File: src/rtl/fifo_bank_pkg.sv
// Shared constants for the N-channel FIFO bank: FSM state codes and a
// constant-evaluable ceiling-log2 used to size pointers and counters.
package fifo_bank_pkg;

    localparam logic [1:0] StInit   = 2'd0;
    localparam logic [1:0] StIdle   = 2'd1;
    localparam logic [1:0] StActive = 2'd2;
    localparam logic [1:0] StError  = 2'd3;

    function automatic int unsigned clog2(input int unsigned value);
        int unsigned r;
        r = 0;
        while ((32'd1 << r) < value) r++;
        return r;
    endfunction

endpackage

File: src/rtl/fifo_ch.sv
// Single circular FIFO channel with occupancy count and registered read data.
// Depth need not be a power of two; pointers wrap explicitly at LEN-1.
module fifo_ch
    import fifo_bank_pkg::*;
#(
    parameter int unsigned BW  = 6,
    parameter int unsigned LEN = 4
) (
    input  logic                       clk,
    input  logic                       reset_L,
    input  logic                       wr,
    input  logic                       rd,
    input  logic [BW-1:0]              din,
    output logic [BW-1:0]              dout,
    output logic                       valid,
    output logic [$clog2(LEN+1)-1:0]   count,
    output logic [$clog2(LEN+1)-1:0]   count_next
);
    localparam int unsigned PW = clog2(LEN);
    localparam int unsigned CW = clog2(LEN + 1);

    logic [BW-1:0] mem [LEN];
    logic [PW-1:0] wptr_q, rptr_q;
    logic [CW-1:0] count_q;
    logic          push, pop;

    function automatic logic [PW-1:0] ptr_inc(input logic [PW-1:0] p);
        return (p == PW'(LEN - 1)) ? '0 : p + PW'(1);
    endfunction

    // A full channel still accepts a write when a pop frees a slot in the same cycle.
    assign pop   = rd && (count_q != '0);
    assign push  = wr && ((count_q != CW'(LEN)) || pop);
    assign count = count_q;

    always_comb begin
        count_next = count_q;
        if (push && !pop) begin
            count_next = count_q + CW'(1);
        end else if (pop && !push) begin
            count_next = count_q - CW'(1);
        end
    end

    always_ff @(posedge clk or negedge reset_L) begin
        if (!reset_L) begin
            wptr_q  <= '0;
            rptr_q  <= '0;
            count_q <= '0;
            dout    <= '0;
            valid   <= 1'b0;
        end else begin
            count_q <= count_next;
            valid   <= pop;
            if (push) wptr_q <= ptr_inc(wptr_q);
            if (pop) begin
                rptr_q <= ptr_inc(rptr_q);
                dout   <= mem[rptr_q];
            end
        end
    end

    always_ff @(posedge clk) begin
        if (push) mem[wptr_q] <= din;
    end

endmodule

File: src/rtl/fifo_bank_nch.sv
// N-channel FIFO bank: write demux, per-channel FIFOs, threshold flags,
// sticky overflow/underflow errors and a traffic-gating control FSM.
module fifo_bank_nch
    import fifo_bank_pkg::*;
#(
    parameter int unsigned BW  = 6,
    parameter int unsigned LEN = 4,
    parameter int unsigned NCH = 2
) (
    input  logic                       clk,
    input  logic                       reset_L,
    input  logic                       init,
    input  logic [$clog2(LEN+1)-1:0]   umbral_bajo,
    input  logic [$clog2(LEN+1)-1:0]   umbral_alto,
    input  logic                       wr,
    input  logic [$clog2(NCH)-1:0]     wr_dest,
    input  logic [BW-1:0]              data_in,
    input  logic [NCH-1:0]             rd,
    output logic [NCH*BW-1:0]          data_out,
    output logic [NCH-1:0]             rd_valid,
    output logic [NCH-1:0]             full,
    output logic [NCH-1:0]             empty,
    output logic [NCH-1:0]             almost_full,
    output logic [NCH-1:0]             almost_empty,
    output logic [NCH-1:0]             error_output,
    output logic [1:0]                 state
);
    localparam int unsigned DW = clog2(NCH);
    localparam int unsigned CW = clog2(LEN + 1);

    logic           en;
    logic [CW-1:0]  bajo_q, alto_q;
    logic [NCH-1:0] push_req, rd_req, err_set, err_q;
    logic [CW-1:0]  cnt      [NCH];
    logic [CW-1:0]  cnt_next [NCH];
    logic           dest_ok, all_empty_next;
    logic [1:0]     state_q, state_d;

    assign en           = (state_q != StInit);
    assign state        = state_q;
    assign error_output = err_q;

    for (genvar i = 0; i < NCH; i++) begin : g_ch
        fifo_ch #(
            .BW  (BW),
            .LEN (LEN)
        ) u_ch (
            .clk        (clk),
            .reset_L    (reset_L),
            .wr         (push_req[i]),
            .rd         (rd_req[i]),
            .din        (data_in),
            .dout       (data_out[i*BW +: BW]),
            .valid      (rd_valid[i]),
            .count      (cnt[i]),
            .count_next (cnt_next[i])
        );
    end

    always_comb begin
        dest_ok        = 1'b0;
        all_empty_next = 1'b1;
        push_req       = '0;
        rd_req         = '0;
        for (int i = 0; i < NCH; i++) begin
            if (wr_dest == DW'(i)) dest_ok = 1'b1;
            push_req[i]     = en && wr && (wr_dest == DW'(i));
            rd_req[i]       = en && rd[i];
            full[i]         = (cnt[i] == CW'(LEN));
            empty[i]        = (cnt[i] == '0);
            almost_full[i]  = (cnt[i] >= alto_q);
            almost_empty[i] = (cnt[i] <= bajo_q);
            if (cnt_next[i] != '0) all_empty_next = 1'b0;
        end
    end

    // Overflow is forgiven when a same-cycle read frees the slot.
    always_comb begin
        err_set = '0;
        for (int i = 0; i < NCH; i++) begin
            err_set[i] = (push_req[i] && full[i] && !rd[i]) || (rd_req[i] && empty[i]);
        end
        if (en && wr && !dest_ok) err_set[0] = 1'b1;
    end

    always_comb begin
        state_d = state_q;
        if (init) begin
            state_d = all_empty_next ? StIdle : StActive;
        end else begin
            unique case (state_q)
                StInit:  state_d = StInit;
                StIdle,
                StActive: begin
                    if (|err_q)              state_d = StError;
                    else if (all_empty_next) state_d = StIdle;
                    else                     state_d = StActive;
                end
                StError: state_d = StError;
            endcase
        end
    end

    always_ff @(posedge clk or negedge reset_L) begin
        if (!reset_L) begin
            state_q <= StInit;
            bajo_q  <= '0;
            alto_q  <= '0;
            err_q   <= '0;
        end else begin
            state_q <= state_d;
            if (init) begin
                bajo_q <= umbral_bajo;
                alto_q <= umbral_alto;
                err_q  <= '0;
            end else begin
                err_q <= err_q | err_set;
            end
        end
    end

endmodule

File: config.mk
export PLATFORM = sky130hd
export DESIGN_NAME = fifo_bank_nch
export DESIGN_NICKNAME = d
export VERILOG_FILES = /design/src/rtl/fifo_bank_pkg.sv /design/src/rtl/fifo_ch.sv /design/src/rtl/fifo_bank_nch.sv
export SDC_FILE = /design/constraint.sdc
export NUM_CORES = 1
export LEC_CHECK = 0
export CAP_MARGIN = 5
export CORE_MARGIN = 2
export CORE_UTILIZATION = 50
export DETAILED_ROUTE_END_ITERATION = 16
export GPL_TIMING_DRIVEN = 0
export PLACE_DENSITY = 0.8
export RECOVER_POWER = 50
export SYNTH_ARGS = -nofsm -noshare
export SYNTH_HDL_FRONTEND = slang
export SYNTH_SLANG_ARGS = --single-unit
File: constraint.sdc
create_clock -name clk -period 2.5 [get_ports clk]
set_input_delay 0.5 -clock clk [delete_from_list [all_inputs] [get_ports clk]]
set_output_delay 0.5 -clock clk [all_outputs]
set_load 0.02 [all_outputs]
-- Yosys cells after proc, flatten, opt, wreduce, memory -nomap -nowiden
Memories as Yosys holds them, arrays and structs flattened. A register that Yosys moved wholly into a read port is not among the register bits.
Cells that the tools add are included.
- bits in registers: 26
- bits in writable memories: 48
- output and inout port bits: 26
- logic and storage cells: 99
- memories kept: 2
- add/subtract/negate cells: 8
- $lt $le $gt $ge: 4
- equality and inequality tests: 11
- multiplexer cells: 19
- bitwise operators: 2
- reduce and logical (&&, ||, !) cells: 41
- memory list (memory ; words ; bits a word ; read ports ; clocked after memory_dff ; wr ports ; RTL line ; source):
    g_ch[0].u_ch.mem ; 4 ; 6 ; 1 ; 1 ; 1 ; fifo_ch.sv:22 ; logic [BW-1:0] mem [LEN];
    g_ch[1].u_ch.mem ; 4 ; 6 ; 1 ; 1 ; 1 ; fifo_ch.sv:22 ;
- operators by type and width (cell ; number):
    1-bit logical AND ; 19
    2-bit 2-to-1 mux ; 8
    2-bit equality test, second input constant ; 6
    3-bit 2-to-1 mux ; 4
    3-bit nonzero test ; 4
    2-bit by 1-bit adder with 2-bit output, second input constant ; 4
    1-bit logical NOT ; 8
    3-bit by 1-bit adder with 3-bit output, second input constant ; 2
    3-bit equality test, second input constant ; 2
    3-bit greater-or-equal comparator ; 2
    3-bit <= comparator ; 2
    3-bit logical NOT ; 2
    1-bit 2-to-1 mux ; 6
    3-bit inequality test, second input constant ; 2
    2-bit one-hot mux with 3 select lines ; 1
    3-bit by 1-bit subtractor with 3-bit output, second input constant ; 2
    1-bit logical OR ; 4
    2-bit OR reduction ; 2
    2-bit by 1-bit equality test with 1-bit output, second input constant ; 1
    2-bit logical NOT ; 1
    2-bit OR ; 1
    2-bit nonzero test ; 1
    1-bit inverter ; 1

-- Logic depth before layout (Yosys ltp)
- depth after elaboration: 16
- mapped depth: 8
- depth with buffers taken out: 8

-- By module
From an unflattened synthesis, not the netlist that was laid out.
- cell total of the unflattened synthesis: 290
- area, all modules: 4136.5 µm²
- by module, submodules not included (module ; times used ; cells an instance ; area each (µm²) ; seq. area each (µm²)):
    fifo_ch at g_ch[0].u_ch ; 1 ; 104 ; 1685.4 ; 1071.0
    fifo_ch at g_ch[1].u_ch ; 1 ; 103 ; 1664.1 ; 1071.0
    fifo_bank_nch ; 1 ; 83 ; 787.0 ; 250.2

-- Worst setup path before layout
Ideal clock, no wire load.
- kind: flip-flop to flip-flop
- start: reg state_q[0], in the netlist state[0]
- end: reg state_q[0], in the netlist state[0]
- library setup time: 77 ps
- arrival time: 2420 ps
- required time: 2423 ps
- slack: 2 ps
- stages on the path, launching flop included: 9
- buffers on the path: 1
- clock period less this slack: 2498 ps
- cell sequence: dfrtp_1 > inv_1 > ha_1 > buf_2 > a311oi_1 > a32oi_1 > xnor2_1 > or4_1 > a21oi_1
- RTL lines (what ; RTL line ; source):
    start: declaration ; fifo_bank_nch.sv:37 ; logic [1:0] state_q, state_d;
    start signal: assignment ; fifo_bank_nch.sv:106 ; state_q <= StInit;
    start signal: assignment ; fifo_bank_nch.sv:111 ; state_q <= state_d;

-- Worst setup path in the final report
- start: reg g_ch[1].u_ch.count_q[1]
- end: reg state_q[0], in the netlist state[0]
- cells in the longest elaborated chain, start to end: 14
- RTL lines (what ; RTL line ; source):
    start: declaration ; fifo_ch.sv:24 ; logic [CW-1:0] count_q;
    start signal: assignment ; fifo_ch.sv:53 ; count_q <= count_next;
    3-bit nonzero test ; fifo_ch.sv:32 ; assign pop = rd && (count_q != '0);
    1-bit logical AND ; fifo_ch.sv:32 ;
    1-bit logical OR ; fifo_ch.sv:33 ; assign push = wr && ((count_q != CW'(LEN)) || pop);
    1-bit logical AND ; fifo_ch.sv:33 ;
    1-bit logical NOT ; fifo_ch.sv:40 ; end else if (pop && !push) begin
    1-bit logical AND ; fifo_ch.sv:40 ;
    3-bit 2-to-1 mux ; fifo_ch.sv:40 ;
    3-bit 2-to-1 mux * ; fifo_ch.sv:38 ; if (push && !pop) begin
    3-bit nonzero test * ; fifo_bank_nch.sv:73 ; if (cnt_next[i] != '0) all_empty_next = 1'b0;
    1-bit 2-to-1 mux * ; fifo_bank_nch.sv:73 ;
    2-bit 2-to-1 mux * ; fifo_bank_nch.sv:89, fifo_bank_nch.sv:96 ;
    2-bit 2-to-1 mux ; fifo_bank_nch.sv:95 ; if (|err_q) state_d = StError;
    2-bit one-hot mux with 3 select lines ; fifo_bank_nch.sv:91 ; unique case (state_q)
    2-bit 2-to-1 mux * ; fifo_bank_nch.sv:88 ; if (init) begin
    net state_d[0] ; fifo_bank_nch.sv:37 ;
The timed path passes the listed nets; every way through them passes the cells marked *.
A chain may end at the register's enable or synchronous reset.

==> metrics.sh <==
STATUS='finished clean'
SYNTH.AREA.TOP_CELLS='sky130_fd_sc_hd__edfxtp_1 (37%), sky130_fd_sc_hd__dfrtp_1 (24%), sky130_fd_sc_hd__ha_1 (9.5%), sky130_fd_sc_hd__mux4_2 (6.9%), sky130_fd_sc_hd__mux2_2 (5.7%)'
TIMING.HOLD.WS_NS=0.288
DP.CELLS=415
FINAL_MIN_PERIOD_OVER_CLOCK_PERIOD_PCT=99.1
AREAGROWTHSYNTHTOFINISH_PCT=23.8
DESIGN_POWER_TOTAL_mW=5.69
IO_BUFFERS=44
FINAL.MIN_CLOCK_PERIOD_NS=2.48
POST-ROUTE-CELL-AREA_UM2=4870
SETUP_REPAIR_AFTER_GLOBAL_ROUTING_MISSED_ITS_MARGIN='yes'
POWER.STATIC_LEAKAGE_nW=1.92
FINAL_WORST_PATH_SETUP_SLACK_NS=0.0234
PLACEMENT_ROWS=32
YOSYSSEQAREASHARE_PCT=60.8
INSERTEDDIODECOUNT=0
DP_WORST_SETUP_SLACK_NS=-0.632
MAPPEDNETLISTNETS=318
FP.DIEW_UM=92.7
DR.PASS1.ITERS=4
FILLCELLCOUNT=567
GRT_PASS1_VIAS=2334
WORSTSETUPENDPOINTTYPE='flip-flop'
TIMING_MAX_TRANSITION_VIOLATIONS_FINAL=0
CTSROOTBUFFERMASTER='sky130_fd_sc_hd__clkbuf_8'
INITIAL_CORE_UTIL_PCT=51.2
SYNTH_TOP_CELL_BY_AREA='sky130_fd_sc_hd__edfxtp_1'
FINALSETUPVIOLCOUNT=0
YOSYS_TOP_CELL_AREA_SHARE_PCT=36.6
WORST_EP_ARRIVAL_TIME_NS=2.76
IO_PINS=45
FINALSETUPTNS_NS=0
DR_TOTAL_VIAS=2338
SEQUENTIAL_CELL_AREA_UM2=2400
TIMING_HOLD_VIOLATIONS_FINAL=0
YS_TYPES=42
WORST_IR_DROP_VDD_mV=0.546
LAYOUT.CELLS.MOST_COMMON='sky130_fd_sc_hd__edfxtp_1'
CTS_MAX_PATH_BUFS=2
NUMCTSBUFFERS=9
FINISH.UTILIZATION_PCT=63.4
CP_MAX_FO=6
ROUTE.DETAILED.DRC=0
GRT_ANTENNA_BEFORE_REPAIR=0
DRT_ITER0_MARKERS=127
POSTSYNTHCELLCOUNT=269
SYNTH-WARNING-COUNT=0
WORSTPATHBUFFERINVERTERCOUNT=1
POWERDENSITY_nW_PER_UM2=1170
HTREEDEPTH=3
INSERTION_DELAY_NS=0.36
NON_FILLER_INSTANCE_COUNT_AFTER_LAYOUT=438
GRT_MAX_DEGREE=39
PLACE_HPWL_UM=4880
FINAL_WEIGHTED_CONGESTION_OF_ROUTABILITY_DRIVEN_GLOBAL_PLACEMENT=0.851
SYNTHESIS.AREA_PER_INSTANCE_UM2=14.6
NUMBER_OF_ENABLE_TYPE_REGISTER_CELLS_IN_THE_SYNTHESIZED_NETLIST=48
SYNTH_SEQ_CELLS=86
TYPE_OF_THE_MOST_CRITICAL_HOLD_PATH='input pin to asynchronous set/reset pin'
MULTIINPUTGATEAREA_UM2=1530
CLOCK_SINKS=86
SLEW-LIMIT-HEADROOM_PCT=33.9
SYNTHFLOPTYPE='sky130_fd_sc_hd__edfxtp_1'
VIA_PER_INST=5.34
GRT_PASS1_WL_UM=11500
CRITICAL-PATH-SLOWEST-CELL='sky130_fd_sc_hd__or4_4'
TRITONCTS='done'
DRV_CAP=0
GRT.OVERFLOW.TOTAL=0
SYNTH.CELL_AREA_UM2=3940
POST_ROUTE_CELLS_DRIVE_ABOVE_1_SHARE_PCT=24.4
WORSTSETUPPATHTYPE='flip-flop to flip-flop'
CRITPATHLAUNCHTYPE='flip-flop'
CORE_REGION_AREA_UM2=7690
GRT_USE_TOTAL_PCT=17.6
SLOWEST_DELAY_NS=0.56
TIMING.FMAX_GHz=0.404
WL_PER_CELL_UM=16.3
DIE-AREA_UM2=8600
CP_DATA_REQUIRED_TIME_NS=2.79
DPL_CELL_AREA_UM2=4500
FINALNETCOUNT=380
CRIT_PATH_CELL_TRACE='inv_2, ha_4, mux2_2, or3_4, o22ai_2, a21oi_2, or4_4, a21oi_4'
YS_ASYNC_SR_FRACTION_PCT=44.2
TIGHTESTPINTRANSITION_NS=0.991
LAYOUT_COMMON_CELLS='sky130_fd_sc_hd__edfxtp_1 (48), sky130_fd_sc_hd__dfrtp_1 (35), sky130_fd_sc_hd__ha_1 (29), sky130_fd_sc_hd__clkdlybuf4s50_1 (29), sky130_fd_sc_hd__mux2_2 (20)'
CLKSLEWWORSTSETUPHOLDPATHS_NS=0.09
TIMING.CRITICAL_PATH.MAX_DELAY_FAMILY='simple AND/OR/NAND/NOR gates'
ROUTE.ANTENNA.REMAINING_NETS=0
TOTAL_WIRE_LENGTH_AFTER_DETAILED_ROUTING_UM=7130
FINALCLOCKSKEW_NS=0.0113
FP.DIEH_UM=92.7
repair_timing:
| item | in CTS | in global routing |
|---|---|---|
| resized for setup | 14 | 20 |
| setup endpoints to repair | 10 | 22 |
| hold buffers | 0 | 0 |
| pin swaps | 0 | 8 |
| setup buffers | 0 | 7 |
report_power, final:
group          switching, mW  internal [mW]
sequential             0.235           1.85
combinational           1.25           1.26
clock                  0.529          0.575
synthesized netlist by cell type, drive strengths merged, types with 2 or more instances:
master / n
edfxtp: 48
dfrtp: 38
ha: 30
mux2: 20
inv: 19
o21ai: 14
mux4: 12
nor2: 12
nand2: 11
and2: 10
a21oi: 5
buf: 5
a21o: 4
nor2b: 4
xnor2: 4
clkbuf: 3
nand2b: 3
nor3: 3
a22oi: 2
a31oi: 2
nand3: 2
nor4: 2
nor4b: 2
o21a: 2
or3: 2
layer usage:
layer	wire length [um]	track usage, %	share of wire, %
met2	3600	29.2	50
met5	0	0	0
met3	319	3.91	4.5
met1	3090	23.0	43
met4	122	6.37	1.7
cells by family after synthesis:
kind of cell,count (synthesis),synth area share (%)
compound gates,34,5.44
xor+xnor,4,0.890
fa+ha+maj,30,9.54
buf+inv,27,2.80
flops,86,60.8
mux,33,12.8
simple gates,55,7.70
final cells by class:
type | count | area share, %
clock inverter | 7 | 2.11
sequential | 86 | 49.2
timing repair buffer | 51 | 9.68
buffer | 8 | 0.848
inverter | 19 | 1.52
clock buffer | 9 | 2.54
tap | 102 | 2.62
multi-input combinational | 156 | 31.5
state kept, by name (all words and copies together) (netlist names):
signal / cells
alto_q: 3
bajo_q: 3
error_output: 2
g_ch.u_ch.count: 6
g_ch.u_ch.dout: 12
g_ch.u_ch.mem: 48
g_ch.u_ch.rptr_q: 4
g_ch.u_ch.valid: 2
g_ch.u_ch.wptr_q: 4
state: 2
path summary, 6_finish.rpt:
| check | slack [ns] | from | cells past startpoint | to |
|---|---|---|---|---|
| setup / recovery | 0.02 | g_ch[1].u_ch.count[1]$_DFF_PN0_ | 8 | state[0]$_DFF_PN0_ |
| hold / removal | 0.29 | reset_L | 1 | g_ch[0].u_ch.dout[4]$_DFFE_PN0P_ |
| setup reg to reg | 0.02 | g_ch[1].u_ch.count[1]$_DFF_PN0_ | 8 | state[0]$_DFF_PN0_ |
| hold reg to reg | 0.51 | g_ch[1].u_ch.dout[2]$_DFFE_PN0P_ | 1 | g_ch[1].u_ch.dout[2]$_DFFE_PN0P_ |
| max in group asynchronous | 1.53 | reset_L | 1 | g_ch[1].u_ch.count[0]$_DFF_PN0_ |
| min in group clk | 0.51 | g_ch[1].u_ch.dout[2]$_DFFE_PN0P_ | 1 | g_ch[1].u_ch.dout[2]$_DFFE_PN0P_ |
(Power assumes the default switching activity.)
